## config.mk

```make
export PLATFORM = sky130hd
export DESIGN_NAME = regfile_port_ctrl
export DESIGN_NICKNAME = d
export VERILOG_FILES = /design/src/rtl/regfile_port_ctrl.sv
export SDC_FILE = /design/constraint.sdc
export NUM_CORES = 1
export LEC_CHECK = 0
export CORE_MARGIN = 5
export CORE_UTILIZATION = 33
export CTS_CLUSTER_DIAMETER = 120
export CTS_CLUSTER_SIZE = 28
export DETAILED_ROUTE_END_ITERATION = 8
export PLACE_DENSITY = 0.9
export RECOVER_POWER = 50
export SLEW_MARGIN = 20
export SYNTH_ARGS = -nofsm -noshare
export SYNTH_HDL_FRONTEND = slang
export SYNTH_SLANG_ARGS = --single-unit
export TNS_END_PERCENT = 50
```

## constraint.sdc

```tcl
create_clock -name clk -period 5.3 [get_ports clk]
set_input_delay 1.06 -clock clk [delete_from_list [all_inputs] [get_ports clk]]
set_output_delay 1.06 -clock clk [all_outputs]
set_load 0.02 [all_outputs]
```

## src/rtl/regfile_port_ctrl.sv

```systemverilog
// Port controller for a 16x16 register file: power-on/requested clear sequence,
// write-port arbitration between writeback and debug, and write-before-read bypass.
module regfile_port_ctrl #(
  parameter int NREG   = 16,
  parameter int AW     = 4,
  parameter int DW     = 16,
  parameter int STARVE = 4
) (
  input  logic          clk,
  input  logic          rst,
  input  logic          wb_valid,
  input  logic [AW-1:0] wb_reg,
  input  logic [DW-1:0] wb_data,
  output logic          wb_stall,
  input  logic          dbg_wr_valid,
  output logic          dbg_wr_ready,
  input  logic [AW-1:0] dbg_wr_reg,
  input  logic [DW-1:0] dbg_wr_data,
  input  logic          clear_req,
  input  logic [AW-1:0] rd_reg1,
  input  logic [AW-1:0] rd_reg2,
  output logic [DW-1:0] rd_data1,
  output logic [DW-1:0] rd_data2,
  output logic          rf_wr_en,
  output logic [AW-1:0] rf_wr_reg,
  output logic [DW-1:0] rf_wr_data,
  output logic          rf_rd_en1,
  output logic          rf_rd_en2,
  output logic [AW-1:0] rf_rd_reg1,
  output logic [AW-1:0] rf_rd_reg2,
  input  logic [DW-1:0] rf_rd_data1,
  input  logic [DW-1:0] rf_rd_data2,
  output logic          init_done
);

  localparam int SW = $clog2(STARVE + 1);

  typedef enum logic {INIT, ACTIVE} state_t;

  state_t          state, state_nxt;
  logic [AW-1:0]   clr_cnt, clr_cnt_nxt;
  logic [SW-1:0]   starve_cnt, starve_nxt;
  logic            force_dbg;

  always_ff @(posedge clk or negedge rst) begin
    if (!rst) begin
      state      <= INIT;
      clr_cnt    <= '0;
      starve_cnt <= '0;
    end else begin
      state      <= state_nxt;
      clr_cnt    <= clr_cnt_nxt;
      starve_cnt <= starve_nxt;
    end
  end

  always_comb begin
    state_nxt    = state;
    clr_cnt_nxt  = clr_cnt;
    starve_nxt   = starve_cnt;
    force_dbg    = 1'b0;
    rf_wr_en     = 1'b0;
    rf_wr_reg    = '0;
    rf_wr_data   = '0;
    rf_rd_en1    = 1'b0;
    rf_rd_en2    = 1'b0;
    dbg_wr_ready = 1'b0;
    wb_stall     = 1'b1;
    init_done    = 1'b0;
    // Outputs are gated by rst so the array sees no write while reset is held.
    if (rst) begin
      case (state)
        INIT: begin
          rf_wr_en    = 1'b1;
          rf_wr_reg   = clr_cnt;
          clr_cnt_nxt = clr_cnt + 1'b1;
          if (clr_cnt == AW'(NREG - 1)) begin
            state_nxt   = ACTIVE;
            clr_cnt_nxt = '0;
          end
        end
        ACTIVE: begin
          init_done = 1'b1;
          rf_rd_en1 = 1'b1;
          rf_rd_en2 = 1'b1;
          wb_stall  = 1'b0;
          force_dbg = dbg_wr_valid && (starve_cnt == SW'(STARVE));
          if (wb_valid && !force_dbg) begin
            rf_wr_en   = 1'b1;
            rf_wr_reg  = wb_reg;
            rf_wr_data = wb_data;
          end else if (dbg_wr_valid) begin
            dbg_wr_ready = 1'b1;
            rf_wr_en     = 1'b1;
            rf_wr_reg    = dbg_wr_reg;
            rf_wr_data   = dbg_wr_data;
            wb_stall     = wb_valid;
          end
          // Starvation counter saturates; it only matters while debug is waiting.
          if (!dbg_wr_valid || dbg_wr_ready)
            starve_nxt = '0;
          else if (starve_cnt != SW'(STARVE))
            starve_nxt = starve_cnt + 1'b1;
          if (clear_req) begin
            state_nxt   = INIT;
            clr_cnt_nxt = '0;
            starve_nxt  = '0;
          end
        end
        default: state_nxt = INIT;
      endcase
    end
  end

  assign rf_rd_reg1 = rd_reg1;
  assign rf_rd_reg2 = rd_reg2;

  always_comb begin
    rd_data1 = '0;
    rd_data2 = '0;
    if (rf_rd_en1)
      rd_data1 = (rf_wr_en && rf_wr_reg == rd_reg1) ? rf_wr_data : rf_rd_data1;
    if (rf_rd_en2)
      rd_data2 = (rf_wr_en && rf_wr_reg == rd_reg2) ? rf_wr_data : rf_rd_data2;
  end

endmodule
```

==> out/metrics.cfg, run 1 <==
[clock_tree]
post_cts_buffers=0
path_clk_slew_ns=0.04
cts_resized=0
root_buffer=clkbuf_8
numClockSinks=8
hold_buffers=0
cts_tree=done
clk_latency_ns=0.23
clockBufferDepth=2
htreeDepth=1
cts_made_buffers=3

[pwr]
p_sw_share_pct=47.2
static-leakage-power_uw=0.00132
pwr-share-clk_pct=9.5
power.switching_uw=359
irDropWorstVdd_v=0.000178
powerDensity_nw_per_um2=243
p_comb_share_pct=73.7
p_int_uw=402
p_seq_share_pct=16.9

[global_route]
gr-usage-all-layers_pct=19.8
grt_max_degree=52
antenna_found_initial=0
grt_pass1_vias=2023
grt_overflow=0
grt_pass1_wl_mm=10.1

[synth]
netlist_area_um2=1600
yosys.cell_types.count=34
yosys.area_share.adder_pct=2.34
netlist_instances=224
yosys.area.top_type=mux2i_1
synth_top_area_share_pct=22.5
async_flop_share_pct=100
synth_compound_area_share_pct=21.5
post_synth.cell_area_avg_um2=7.16
synth_top_family_by_area=simple AND/OR/NAND/NOR gates
synth_mux_area_share_pct=22.5
ys_seq_area_share_pct=12.5
syn_nets=312
synthSimpleGateAreaFrac_pct=22.7
synthTopCellsByArea=mux2i_1, nand2_1, dfrtp_1, a22o_1, buf_4
synth_ff_type=dfrtp_1
synth_edf_count=0
ys_warn_count=0
synth-xor-area-share_pct=3.28
synth_seq_cells=8

[worst_setup_path]
rr_startpoint=starve_cnt[0]
required_ns=4.24
critPathMaxFanout=16
crit_chain=clkdlybuf4s50_1 > a21bo_1 > a41o_1 > nor3_1 > o21ai_1 > nor4_4 > buf_4 > mux2i_1 > clkdlybuf4s50_1
cp-endpoint=rd_data1[15]
arrival_ns=3.89
worstSetupPathType=primary input to primary output
crit_buf_inv=3
slowest_stage=clkdlybuf4s50_1
reg2reg_to=starve_cnt[0]
slowest_delay_ns=0.64
r2r_setup_slack_ns=3.28
crit_start=wb_valid
cp_top_family=buffers and inverters
endpoint_kind=primary output
cpMostUsedCell=clkdlybuf4s50_1
worstSetupPathDepth=9
reg2reg_depth=8
cp-start-kind=primary input

[floorplan]
start_util_pct=34.0
die_w_um=79.7
pin_count=151
die_area_um2=6360
rows=25
core_um2=4720
die_h_um=79.7

[placed_design]
dp_hpwl_mm=5.76
io_buffers=150
dp.cells=423
gp_congestion=0.858

[final_layout]
final_layout_size_suffix_gt1_share_pct=4.46
antenna_cells=0
mostFrequentLayoutCell=clkdlybuf4s50_1
synthToLayoutAreaGrowth_pct=95.3
fin_nets=449
fin_cells=426
layout_common_cells=clkdlybuf4s50_1, nand2_1, mux2i_1

[drt]
post_drt_via_cell_ratio=4.88
wl_per_cell_um=16.0
vias=2079
drc=0
first_pass_iters=4
drt_iter0_drc=88
drt-total-wl_mm=6.82
postRouteAntennaNets=0

[sta]
rsz0062_at_grt=no
max_slew_margin_pct=55.9
fin_skew_ns=0.00195
fin_crit_ns=4.95
finalSetupViolCount=0
tns_ns=0
finalMaxSlewViolations=0
fmax_mhz=202
report.final.hold_viol_count=0
min_period_over_period_pct=93.4
tightest_slew_ns=0.661

[status]
status=complete, no violations

[job]
cap_viol_max_count=0

[hold_path]
min_path_type=flop to flop

==> power groups by stage <==
stage	Clock [uW]	Sequential (uW)	Combinational, uW
2_1_floorplan	0	106	355
3_3_place_gp	0	124	558
3_5_place_dp	0	127	574
4_1_cts	75.1	126	576
5_1_grt	79.1	132	607
6_report	72.0	128	561
==> metrics by stage <==
step / hold slack, ns / instance area, um2 / power, uW / utilization, % / worst slack (ns)
finish: 0.531 / 3130 / 761 / 66.3 / 0.348
floorplan: 0.485 / 1600 / 461 / - / 0.808
global route: 0.610 / 3130 / 819 / 66.3 / 0.0808
CTS: 0.533 / 3140 / 777 / 66.4 / 0.351
detailed placement: 0.527 / 3100 / 701 / 65.5 / 0.361
global placement: 0.519 / 3100 / 683 / 65.5 / 0.424
==> metal layers <==
layer  global-route usage, %  part of all wire [%]  routed length [um]
met1                    23.2                    40                2740
met2                    37.4                    53                3610
met3                    2.71                   5.8                 394
met4                    4.47                   1.1                  77
met5                       0                     0                   0
==> cell type report <==
cell class                      instances  area (um2)
Fill cell                             421        1590
Timing Repair Buffer                  157        1560
Multi-Input combinational cell        168        1160
Sequential cell                         8         200
Inverter                               23        86.3
Tap cell                               67        83.8
Clock buffer                            3        41.3
==> cells by family (layout without fill, tap and decap cells) <==
group                    Yosys count  after routing
XOR/XNOR                           6              6
adder cells (fa/ha/maj)            3              3
AO/OA/AOI/OAI                     46             46
flip-flops                         8              8
multiplexers                      36             36
buffers and inverters             48            183
AND/OR/NAND/NOR                   77             77
==> sequential cells by signal, indices dropped and copies added, names as in the netlist <==
register / cells
clr_cnt: 4
starve_cnt: 3
state: 1
==> Yosys cell counts, drive strengths merged, types with 6 or more instances <==
master / instances
nand2: 57
mux2i: 36
inv: 23
a22o: 18
buf: 15
o21ai: 12
clkbuf: 10
dfrtp: 8
nand3: 6
xor2: 6
==> worst min-delay path by stage <==
stage	start	endpoint	slack, ns	cells after the start
final	starve_cnt[0]	starve_cnt[0]	0.53	1
after global routing	starve_cnt[0]	starve_cnt[0]	0.61	1
after CTS	starve_cnt[0]	starve_cnt[0]	0.53	1
after detailed placement	starve_cnt[0]	starve_cnt[0]	0.53	1
after global placement	starve_cnt[0]	starve_cnt[0]	0.52	1
after floorplan	starve_cnt[0]	starve_cnt[0]	0.48	1
No activity file was read; power rests on OpenSTA's default activity.
==> run 2: changes to the inputs <==
Settings changed: CORE_UTILIZATION 33 to 28, CTS_CLUSTER_SIZE 28 to 25, PLACE_DENSITY 0.9 to 0.81.
Clock period 5.3 ns to 4 ns, I/O delays scaled along.
==> run 2 against run 1 <==
  * First-iteration DRC count decreased by 48%
  * Flip-flop and latch count unchanged
  * Clock power increased by 35%
  * Die area increased by 16%
  * Worst setup slack got worse by 0.23 ns
  * Cell area decreased by 2.1%
  * Core utilization decreased by 11 points
  * Register-to-register slack got worse by 1.2 ns
  * Critical path type unchanged
==> out/metrics.cfg, run 2 (synthesis results as in run 1) <==
[drt]
vias=2106  ; was 2079
postRouteAntennaNets=0  ; unchanged
wl_per_cell_um=15.4  ; was 16.0 um
drc=0  ; unchanged
post_drt_via_cell_ratio=4.80  ; was 4.88
drt_iter0_drc=46  ; was 88
first_pass_iters=6  ; was 4
drt-total-wl_mm=6.76  ; was 6.82 mm

[final_layout]
mostFrequentLayoutCell=clkdlybuf4s50_1  ; unchanged
fin_nets=457  ; was 449
regMostFlops=clr_cnt  ; unchanged
layout_common_cells=clkdlybuf4s50_1, nand2_1, mux2i_1  ; unchanged
fillerInstances=537  ; was 421
top_regs=clr_cnt: 4 flops, starve_cnt: 3 flops, state: 1 flops  ; unchanged
synthToLayoutAreaGrowth_pct=91.3  ; was 95.3%
final_layout_size_suffix_gt1_share_pct=15.0  ; was 4.46%
fin_cells=439  ; was 426
largest_reg_flops=4  ; unchanged
multi_input_comb_area_um2=1160  ; unchanged
antenna_cells=0  ; unchanged
seq_area_um2=200  ; unchanged

[hold_path]
worstHoldStart=starve_cnt[0]  ; unchanged
min_path_type=flop to flop  ; unchanged

[pwr]
finalPower_uw=996  ; was 761 uW
static-leakage-power_uw=0.00140  ; was 0.00132 uW
powerDensity_nw_per_um2=325  ; was 243 nW/um2
irDropWorstVdd_v=0.000274  ; was 0.000178 V

[sta]
tns_ns=0  ; unchanged
fin_crit_ns=3.88
fin_skew_ns=0.00283  ; was 0.00195 ns
report.final.hold_viol_count=0  ; unchanged
finalSetupViolCount=0  ; unchanged
min_period_over_period_pct=97.1
rsz0062_at_grt=no  ; unchanged
max_slew_margin_pct=64.3  ; was 55.9%
tightest_slew_ns=0.529  ; was 0.661 ns
fmax_mhz=258
finalMaxSlewViolations=0  ; unchanged

[floorplan]
die_h_um=85.7  ; was 79.7 um
die_w_um=85.7  ; was 79.7 um
rows=27  ; was 25
start_util_pct=29.0  ; was 34.0%
pin_count=151  ; unchanged
core_um2=5540  ; was 4720 um2
die_area_um2=7340  ; was 6360 um2

[clock_tree]
hold_buffers=0  ; unchanged
root_buffer=clkbuf_8  ; unchanged
clk_latency_ns=0.23  ; about the same
numClockSinks=8  ; unchanged
cts_tree=done  ; unchanged
htreeDepth=1  ; unchanged
cts_made_buffers=3  ; unchanged
post_cts_buffers=0  ; unchanged
clockBufferDepth=2  ; unchanged
path_clk_slew_ns=0.04  ; about the same

[global_route]
grt_max_degree=52  ; unchanged
antenna_found_initial=0  ; unchanged
gr-usage-all-layers_pct=17.1  ; was 19.8%
grt_overflow=0  ; unchanged
grt_pass1_vias=2054  ; was 2023
grt_pass1_wl_mm=10.2  ; was 10.1 mm

[worst_setup_path]
required_ns=3.20  ; was 4.24 ns
rr_startpoint=starve_cnt[0]  ; unchanged
crit_start=wb_valid  ; unchanged
critPathMaxFanout=16  ; unchanged
cp-start-kind=primary input  ; unchanged
arrival_ns=3.08  ; was 3.89 ns
endpoint_kind=primary output  ; unchanged
worstSetupPathType=primary input to primary output  ; unchanged

[placed_design]
dp_hpwl_mm=5.67  ; was 5.76 mm
gp_congestion=0.868  ; was 0.858
dp.cells=436  ; was 423
io_buffers=150  ; unchanged

[status]
status=complete, no violations  ; unchanged

[job]
cap_viol_max_count=0  ; unchanged

==> run 2: routing by layer <==
layer,vias up,share of wire [%],GRT usage (%)
li1,1055,-,-
met4,0,2.7,6.47
met5,-,0,0
met1,961,40,20.2
met3,17,5.4,2.21
met2,73,51,31.1
==> run 2: per-stage QoR <==
stage                     instance area [um2]  hold WS [ns]  util (%)  worst slack (ns)
after floorplan                          1600         0.485         -            0.0276
after detailed placement                 3190         0.524      57.5            -0.412
after CTS                                3190         0.529      57.5           0.00255
after global routing                     3070         0.573      55.4           0.00572
after global placement                   3190         0.512      57.5            -0.329
final                                    3070         0.516      55.4             0.117
==> run 2: what timing repair did <==
| item | CTS | global route |
|---|---|---|
| gates cloned | 0 | 0 |
| gates resized for setup | 33 | 63 |
| setup endpoints to repair | 32 | 32 |
==> run 2: cell type report <==
cell class	count	area share, %
Sequential cell	8	6.53
Timing Repair Buffer	165	48.6
Tap cell	72	2.94
Inverter	23	2.81
Multi-Input combinational cell	168	37.8
Clock buffer	3	1.35
==> run 2: critical path, cell delays in order <==
cell	delay (ns)
clkdlybuf4s50_1	0.49
buf_4	0.14
nand3_1	0.13
o22ai_1	0.30
xor2_1	0.16
nor4_4	0.34
buf_12	0.21
mux2i_1	0.19
clkdlybuf4s15_1	0.31
==> run 2: path summary, 6_finish.rpt <==
| path | to | slack (ns) | depth (start not counted) |
|---|---|---|---|
| worst min-delay path | starve_cnt[0] | 0.52 | 1 |
| worst min register to register | starve_cnt[0] | 0.52 | 1 |
| worst max register to register | starve_cnt[0] | 2.13 | 8 |
| worst max-delay path | rd_data2[0] | 0.12 | 9 |
| min in group asynchronous | clr_cnt[0] | 1.01 | 2 |
| max in group asynchronous | starve_cnt[1] | 2.84 | 2 |
==> run 2: power breakdown <==
| group | internal, uW | switching [uW] |
|---|---|---|
| Clock | 65.2 | 32.1 |
| Combinational | 340 | 393 |
| Sequential | 112 | 54.1 |
| Total | 517 | 479 |
